===== config.mk =====
export PLATFORM = sky130hd
export DESIGN_NAME = nphy_toggle_rb_monitor
export DESIGN_NICKNAME = d
export VERILOG_FILES = /design/src/rtl/nphy_rb_pkg.sv /design/src/rtl/nphy_rb_way.sv /design/src/rtl/nphy_toggle_rb_monitor.sv
export SDC_FILE = /design/constraint.sdc
export NUM_CORES = 1
export LEC_CHECK = 0
export ABC_AREA = 1
export BUFFER_PORTS_ARGS = -buffer_cell sky130_fd_sc_hd__buf_2
export CAP_MARGIN = 20
export CORE_MARGIN = 5
export CORE_UTILIZATION = 64
export DETAILED_ROUTE_END_ITERATION = 12
export HOLD_SLACK_MARGIN = 0.06
export PLACE_DENSITY = 0.92
export SLEW_MARGIN = 20
export SYNTH_ARGS = -nofsm -noshare
export SYNTH_HDL_FRONTEND = slang
export SYNTH_HIERARCHICAL = 1
export SYNTH_SLANG_ARGS = --single-unit
export TNS_END_PERCENT = 5

===== constraint.sdc =====
create_clock -name iSystemClock -period 2.2 [get_ports iSystemClock]
set_input_delay 0.44 -clock iSystemClock [delete_from_list [all_inputs] [get_ports iSystemClock]]
set_output_delay 0.44 -clock iSystemClock [all_outputs]
set_load 0.01 [all_outputs]

===== src/rtl/nphy_rb_pkg.sv =====
// Shared constants and helpers for the NPhy Ready/Busy monitor.
// Event counters are built only when NPHY_RB_EVENT_COUNT_EN is defined.
package nphy_rb_pkg;

  localparam logic RB_READY = 1'b1;
  localparam logic RB_BUSY  = 1'b0;

  localparam int DefaultTimeoutWidth = 24;
  localparam int DefaultFilterCycles = 4;

  function automatic int clog2(input int value);
    int r;
    r = 0;
    for (int i = 0; i < 32; i++) begin
      if ((1 << i) < value) r = i + 1;
    end
    return r;
  endfunction

  localparam int FilterCntWidth = clog2(DefaultFilterCycles + 1);

endpackage


===== src/rtl/nphy_rb_way.sv =====
// One R/B# way: synchroniser, glitch filter, edge pulses, busy timer and sticky timeout.
// The per-way rise counter exists only when NPHY_RB_EVENT_COUNT_EN is defined.
module nphy_rb_way
  import nphy_rb_pkg::*;
#(
  parameter int SyncStages   = 2,
  parameter int FilterCycles = 4,
  parameter int TimeoutWidth = DefaultTimeoutWidth
) (
  input  logic                    clk,
  input  logic                    rst_n,
  input  logic                    pin,
  input  logic                    mask,
  input  logic [TimeoutWidth-1:0] limit,
  input  logic                    clear,
`ifdef NPHY_RB_EVENT_COUNT_EN
  input  logic                    count_clear,
  output logic [7:0]              count,
`endif
  output logic                    ready,
  output logic                    rise,
  output logic                    fall,
  output logic                    timeout
);

  localparam int CntW = clog2(FilterCycles + 1);
  localparam logic [CntW-1:0] CntLast = CntW'(FilterCycles - 1);

  logic [SyncStages-1:0]   sync;
  logic                    sample;
  logic [CntW-1:0]         cnt;
  logic [TimeoutWidth-1:0] timer;
  logic                    qualify;
  logic                    set_cond;

  assign sample   = sync[SyncStages-1];
  // The filtered state flips on the edge where the last differing sample is counted.
  assign qualify  = (sample != ready) && (cnt == CntLast);
  assign set_cond = (limit != '0) && (timer >= limit) && !mask;

  always_ff @(posedge clk or negedge rst_n) begin
    if (!rst_n) begin
      sync    <= '0;
      cnt     <= '0;
      ready   <= RB_BUSY;
      rise    <= 1'b0;
      fall    <= 1'b0;
      timer   <= '0;
      timeout <= 1'b0;
    end else begin
      sync <= {sync[SyncStages-2:0], pin};

      if (sample == ready) begin
        cnt <= '0;
      end else if (qualify) begin
        ready <= sample;
        cnt   <= '0;
      end else begin
        cnt <= cnt + 1'b1;
      end

      rise <= qualify && (sample == RB_READY) && !mask;
      fall <= qualify && (sample == RB_BUSY) && !mask;

      if (ready == RB_READY || mask) begin
        timer <= '0;
      end else if (timer != '1) begin
        timer <= timer + 1'b1;
      end

      // Set has priority over clear so a clear during a live condition is ignored.
      if (mask) begin
        timeout <= 1'b0;
      end else if (set_cond) begin
        timeout <= 1'b1;
      end else if (clear) begin
        timeout <= 1'b0;
      end
    end
  end

`ifdef NPHY_RB_EVENT_COUNT_EN
  always_ff @(posedge clk or negedge rst_n) begin
    if (!rst_n) begin
      count <= '0;
    end else if (count_clear) begin
      count <= '0;
    end else if (rise && count != 8'hFF) begin
      count <= count + 8'd1;
    end
  end
`endif

endmodule


===== src/rtl/nphy_toggle_rb_monitor.sv =====
// NPhy Ready/Busy monitor: N filtered R/B# ways plus an all-ready summary.
// Define NPHY_RB_EVENT_COUNT_EN to add per-way rise counters (iCountClear/oRiseCount).
module nphy_toggle_rb_monitor
  import nphy_rb_pkg::*;
#(
  parameter int NumberOfWays = 4,
  parameter int SyncStages   = 2,
  parameter int FilterCycles = 4,
  parameter int TimeoutWidth = DefaultTimeoutWidth
) (
  input  logic                      iSystemClock,
  input  logic                      iModuleReset_n,
  input  logic [NumberOfWays-1:0]   iRBFromNAND,
  input  logic [NumberOfWays-1:0]   iWayMask,
  input  logic [TimeoutWidth-1:0]   iTimeoutLimit,
  input  logic [NumberOfWays-1:0]   iTimeoutClear,
`ifdef NPHY_RB_EVENT_COUNT_EN
  input  logic [NumberOfWays-1:0]   iCountClear,
  output logic [8*NumberOfWays-1:0] oRiseCount,
`endif
  output logic [NumberOfWays-1:0]   oReadyBusy,
  output logic [NumberOfWays-1:0]   oReadyRise,
  output logic [NumberOfWays-1:0]   oBusyFall,
  output logic [NumberOfWays-1:0]   oTimeout,
  output logic                      oAllReady
);

  for (genvar w = 0; w < NumberOfWays; w++) begin : g_way
    nphy_rb_way #(
      .SyncStages  (SyncStages),
      .FilterCycles(FilterCycles),
      .TimeoutWidth(TimeoutWidth)
    ) u_way (
      .clk        (iSystemClock),
      .rst_n      (iModuleReset_n),
      .pin        (iRBFromNAND[w]),
      .mask       (iWayMask[w]),
      .limit      (iTimeoutLimit),
      .clear      (iTimeoutClear[w]),
`ifdef NPHY_RB_EVENT_COUNT_EN
      .count_clear(iCountClear[w]),
      .count      (oRiseCount[8*w +: 8]),
`endif
      .ready      (oReadyBusy[w]),
      .rise       (oReadyRise[w]),
      .fall       (oBusyFall[w]),
      .timeout    (oTimeout[w])
    );
  end

  // Masked ways count as ready, so an all-masked monitor reports 1 even in reset.
  assign oAllReady = &(oReadyBusy | iWayMask);

endmodule


==> flow_summary_export.csv <==
group,metric,value,unit
timing,skew,0.0332,ns
layout,area_delta_synth_final,10.2,%
timing,timing_limited_maximum_frequency,474,MHz
critical_path,critical_path.slowest_cell,"sky130_fd_sc_hd__dfrtp_1",
place,dpl_worst_slack,0.237,ns
critical_path,criticalPathCategory,"flop to primary output",
routing,ant_nets,0,
yosys,synth_cell_type_count,34,
clocking,postCtsSetupBuffers,0,
layout,final_net_count,2697,
layout,layout.core_utilization,0.719,
place,detailedPlacementHpwl,36100,µm
floorplan,floorplan.initialDensity,0.653,
global_routing,grt_pass1_vias,16900,
clocking,cts_htree_levels,1,
critical_path,cp-startpoint,"g_way[0].u_way/ready",
power,power_density,613,nW/µm²
place,io_buffers,54,
global_routing,number_of_antenna_violations_at_the_first_check_in_global_routing,0,
critical_path,reg2reg_depth,8,
layout,num_antenna_cells,0,
critical_path,end_kind,"primary output",
global_routing,gr-total-overflow,0,
timing,maxSlewViolCount,0,
clocking,cts_max_path_buffers,3,
critical_path,cp_data_arrival_time,1.67,ns
floorplan,die_x_extent,176,µm
yosys,syn-instance-count,2468,
timing,final_min_period_over_clock_period,0.959,
clocking,cts_made_buffers,29,
yosys,postSynthAreaPerCell,7.15,µm²
critical_path,critical_path_peak_fanout,5,
clocking,clock_latency,0.57,ns
yosys,yosys_warnings,6,
global_routing,maximum_number_of_pins_on_one_net_before_global_route_repair,75,
routing,drt_pre_antenna_iters,5,
worst_hold_path,min_delay_path_depth,3,
layout,layout.cells.most_common_list,"sky130_fd_sc_hd__nand2_1 (613), sky130_fd_sc_hd__nor2_1 (378), sky130_fd_sc_hd__inv_1 (320)",
clocking,cts_root_buf,"sky130_fd_sc_hd__clkbuf_16",
timing,timing_worst_slew_pin_value,0.818,ns
timing,grt_setup_unrepaired,"no",
timing,timing.final.ws_setup,0.0893,ns
routing,dr.first_iter.drc_count,1523,
yosys,yosysSeqAreaShare,0.352,
critical_path,critical_path_buf_inv_count,2,
routing,route.detailed.vias_per_inst,5.76,
timing,report.final.setup_viol,0,
worst_hold_path,hold_start,"iTimeoutClear[2]",
critical_path,cp_top_family,"flip-flops",
routing,drt_drc_violations_left,0,
yosys,synth_nets,2610,
critical_path,required_time_reported_for_the_critical_path_endpoint,1.76,ns
floorplan,row_count,60,
clocking,numClockSinks,248,
clocking,clock_tree_from_tritoncts,"yes",
place,globalplace.congestion,1.01,
critical_path,timing.critical_path.depth,5,
layout,final_layout_size_suffix_gt1_frac,0.135,
critical_path,critical_path.reg2reg.startpoint,"g_way[3].u_way/timer[1]",
timing,timing.max_slew.rel_slack,0.452,
run_status,status,"finished, final reports clean",
power,worst_case_vdd_ir_drop,0.607,mV
critical_path,critical_path.most_common_cell,"sky130_fd_sc_hd__nand2_1",
layout,final_common_cell,"sky130_fd_sc_hd__nand2_1",
routing,detailroute.via_count,16800,
routing,drt-wirelength-per-cell,16.3,µm
timing,fin_crit,2.11,ns
floorplan,fp.dieArea,31000,µm²
yosys,ys_ff_latch,248,
critical_path,cp-start-kind,"flop",
job,max_cap_violations,0,
critical_path,cpPeakStageDelay,0.49,ns
global_routing,grt_pass1_wl,79800,µm
critical_path,crit_chain,"inv_1, nand2_1, nand2_1, nor2_1, buf_2",
worst_hold_path,min_path_type,"primary input to flop",
floorplan,boundaryPins,55,
global_routing,global_route.usage.total,0.308,
timing,hold_viol_final,0,
floorplan,die_h,176,µm
clocking,clkTransAtPathRegs,0.06,ns
routing,finalWirelength,47500,µm
yosys,syn_area,17600,µm²
timing,setup-tns-final,0,ns
power,p_leak,9.56,nW
floorplan,core_area,27000,µm²
## path summary, 6_finish.rpt
check	end	slack (ns)
max	oAllReady	0.09
min	g_way[2].u_way/timeout	0.17
max reg2reg	g_way[3].u_way/timer[16]	0.20
min reg2reg	g_way[3].u_way/sync[1]	0.32
max in group asynchronous	g_way[3].u_way/cnt[16]	1.04
min in group asynchronous	g_way[2].u_way/cnt[5]	0.39
## registers in the layout, indices dropped and copies added, names as in the netlist
register,count
g_way.u_way/fall,4
g_way.u_way/timeout,4
g_way.u_way/rise,4
g_way.u_way/sync,8
g_way.u_way/cnt,128
g_way.u_way/timer,96
g_way.u_way/ready,4
## final cells by class
class | count | area [µm²]
Inverter | 340 | 1280
Clock buffer | 37 | 786
Clock inverter | 15 | 164
Sequential cell | 248 | 6210
Fill cell | 2122 | 7590
Multi-Input combinational cell | 1852 | 10000
Tap cell | 341 | 427
Timing Repair Buffer | 84 | 556
## repair_timing
action | in CTS | in global routing
gates resized for setup | 1 | 0
endpoints found under the hold margin | 50 | 0
setup endpoints to repair | 1 | 0
hold buffers | 5 | 0
## Yosys cell counts
master                       n  area share
sky130_fd_sc_hd__nor3_2     44       0.025
sky130_fd_sc_hd__or2_2      68       0.024
sky130_fd_sc_hd__nand3_2    12      0.0068
sky130_fd_sc_hd__buf_2       4      0.0011
sky130_fd_sc_hd__nand4_1    63       0.022
sky130_fd_sc_hd__inv_2      20      0.0043
sky130_fd_sc_hd__o31ai_1    16      0.0068
sky130_fd_sc_hd__a21o_1      4      0.0017
sky130_fd_sc_hd__nor3_1    120       0.034
sky130_fd_sc_hd__nand3_1   149       0.042
sky130_fd_sc_hd__nor2_2     44       0.016
sky130_fd_sc_hd__o21ai_0     4      0.0011
sky130_fd_sc_hd__ha_1      104       0.074
sky130_fd_sc_hd__buf_1       4     0.00085
sky130_fd_sc_hd__nor3_4      4      0.0037
sky130_fd_sc_hd__inv_1     320       0.068
sky130_fd_sc_hd__nor4_1     16      0.0057
sky130_fd_sc_hd__or2_1       4      0.0014
sky130_fd_sc_hd__nand2_1   614        0.13
sky130_fd_sc_hd__nor2_1    378       0.080
sky130_fd_sc_hd__nand3b_1   12      0.0051
sky130_fd_sc_hd__dfrtp_1   248        0.35
sky130_fd_sc_hd__a21boi_0    4      0.0017
sky130_fd_sc_hd__o211a_1     4      0.0023
sky130_fd_sc_hd__clkbuf_1   12      0.0026
sky130_fd_sc_hd__a31oi_1     8      0.0028
sky130_fd_sc_hd__xnor2_1    28       0.014
sky130_fd_sc_hd__buf_6       8      0.0051
sky130_fd_sc_hd__nor2_4      4      0.0026
sky130_fd_sc_hd__xor2_1     88       0.044
sky130_fd_sc_hd__o21ai_1    12      0.0034
sky130_fd_sc_hd__o21bai_1    4      0.0017
sky130_fd_sc_hd__nand2_2    20      0.0071
sky130_fd_sc_hd__a21oi_1    24      0.0068
## stage by stage
stage	cell area [µm²]	hold WS (ns)	std cells	total power [mW]
CTS	19400	0.159	2917	12.0
finish	19400	0.174	2917	11.9
global route	19400	0.185	2917	12.4
global placement	18400	0.332	2860	7.01
detailed placement	18400	0.335	2860	7.14
floorplan	17600	0.144	2468	6.30
## worst min-delay path, cell delays in order
cell and delay [ns]:
sky130_fd_sc_hd__buf_2 0.07, sky130_fd_sc_hd__or2_2 0.10, sky130_fd_sc_hd__o21ai_0 0.07
## metal layers
layer	wire (µm)	vias up	GRT usage
li1	-	8051	-
met1	19000	7825	0.394
met2	22500	751	0.526
met3	3750	187	0.0435
met4	2200	0	0.131
met5	0	-	0
## kinds of logic (layout without fill, tap and decap cells)
group / after synthesis / after routing / synth area share
AND/OR/NAND/NOR: 1552 / 1552 / 0.407
buffers and inverters: 368 / 476 / 0.0820
flip-flops: 248 / 248 / 0.352
XOR/XNOR: 116 / 116 / 0.0576
adder cells (fa/ha/maj): 104 / 104 / 0.0737
AO/OA/AOI/OAI: 80 / 80 / 0.0284
## where the power goes
group | leakage, nW | switching, mW | internal (mW)
Clock | 0.471 | 1.94 | 2.87
Sequential | 3.43 | 0.235 | 4.74
Combinational | 5.66 | 1.50 | 0.629
Power figures use the tool's default switching activity.
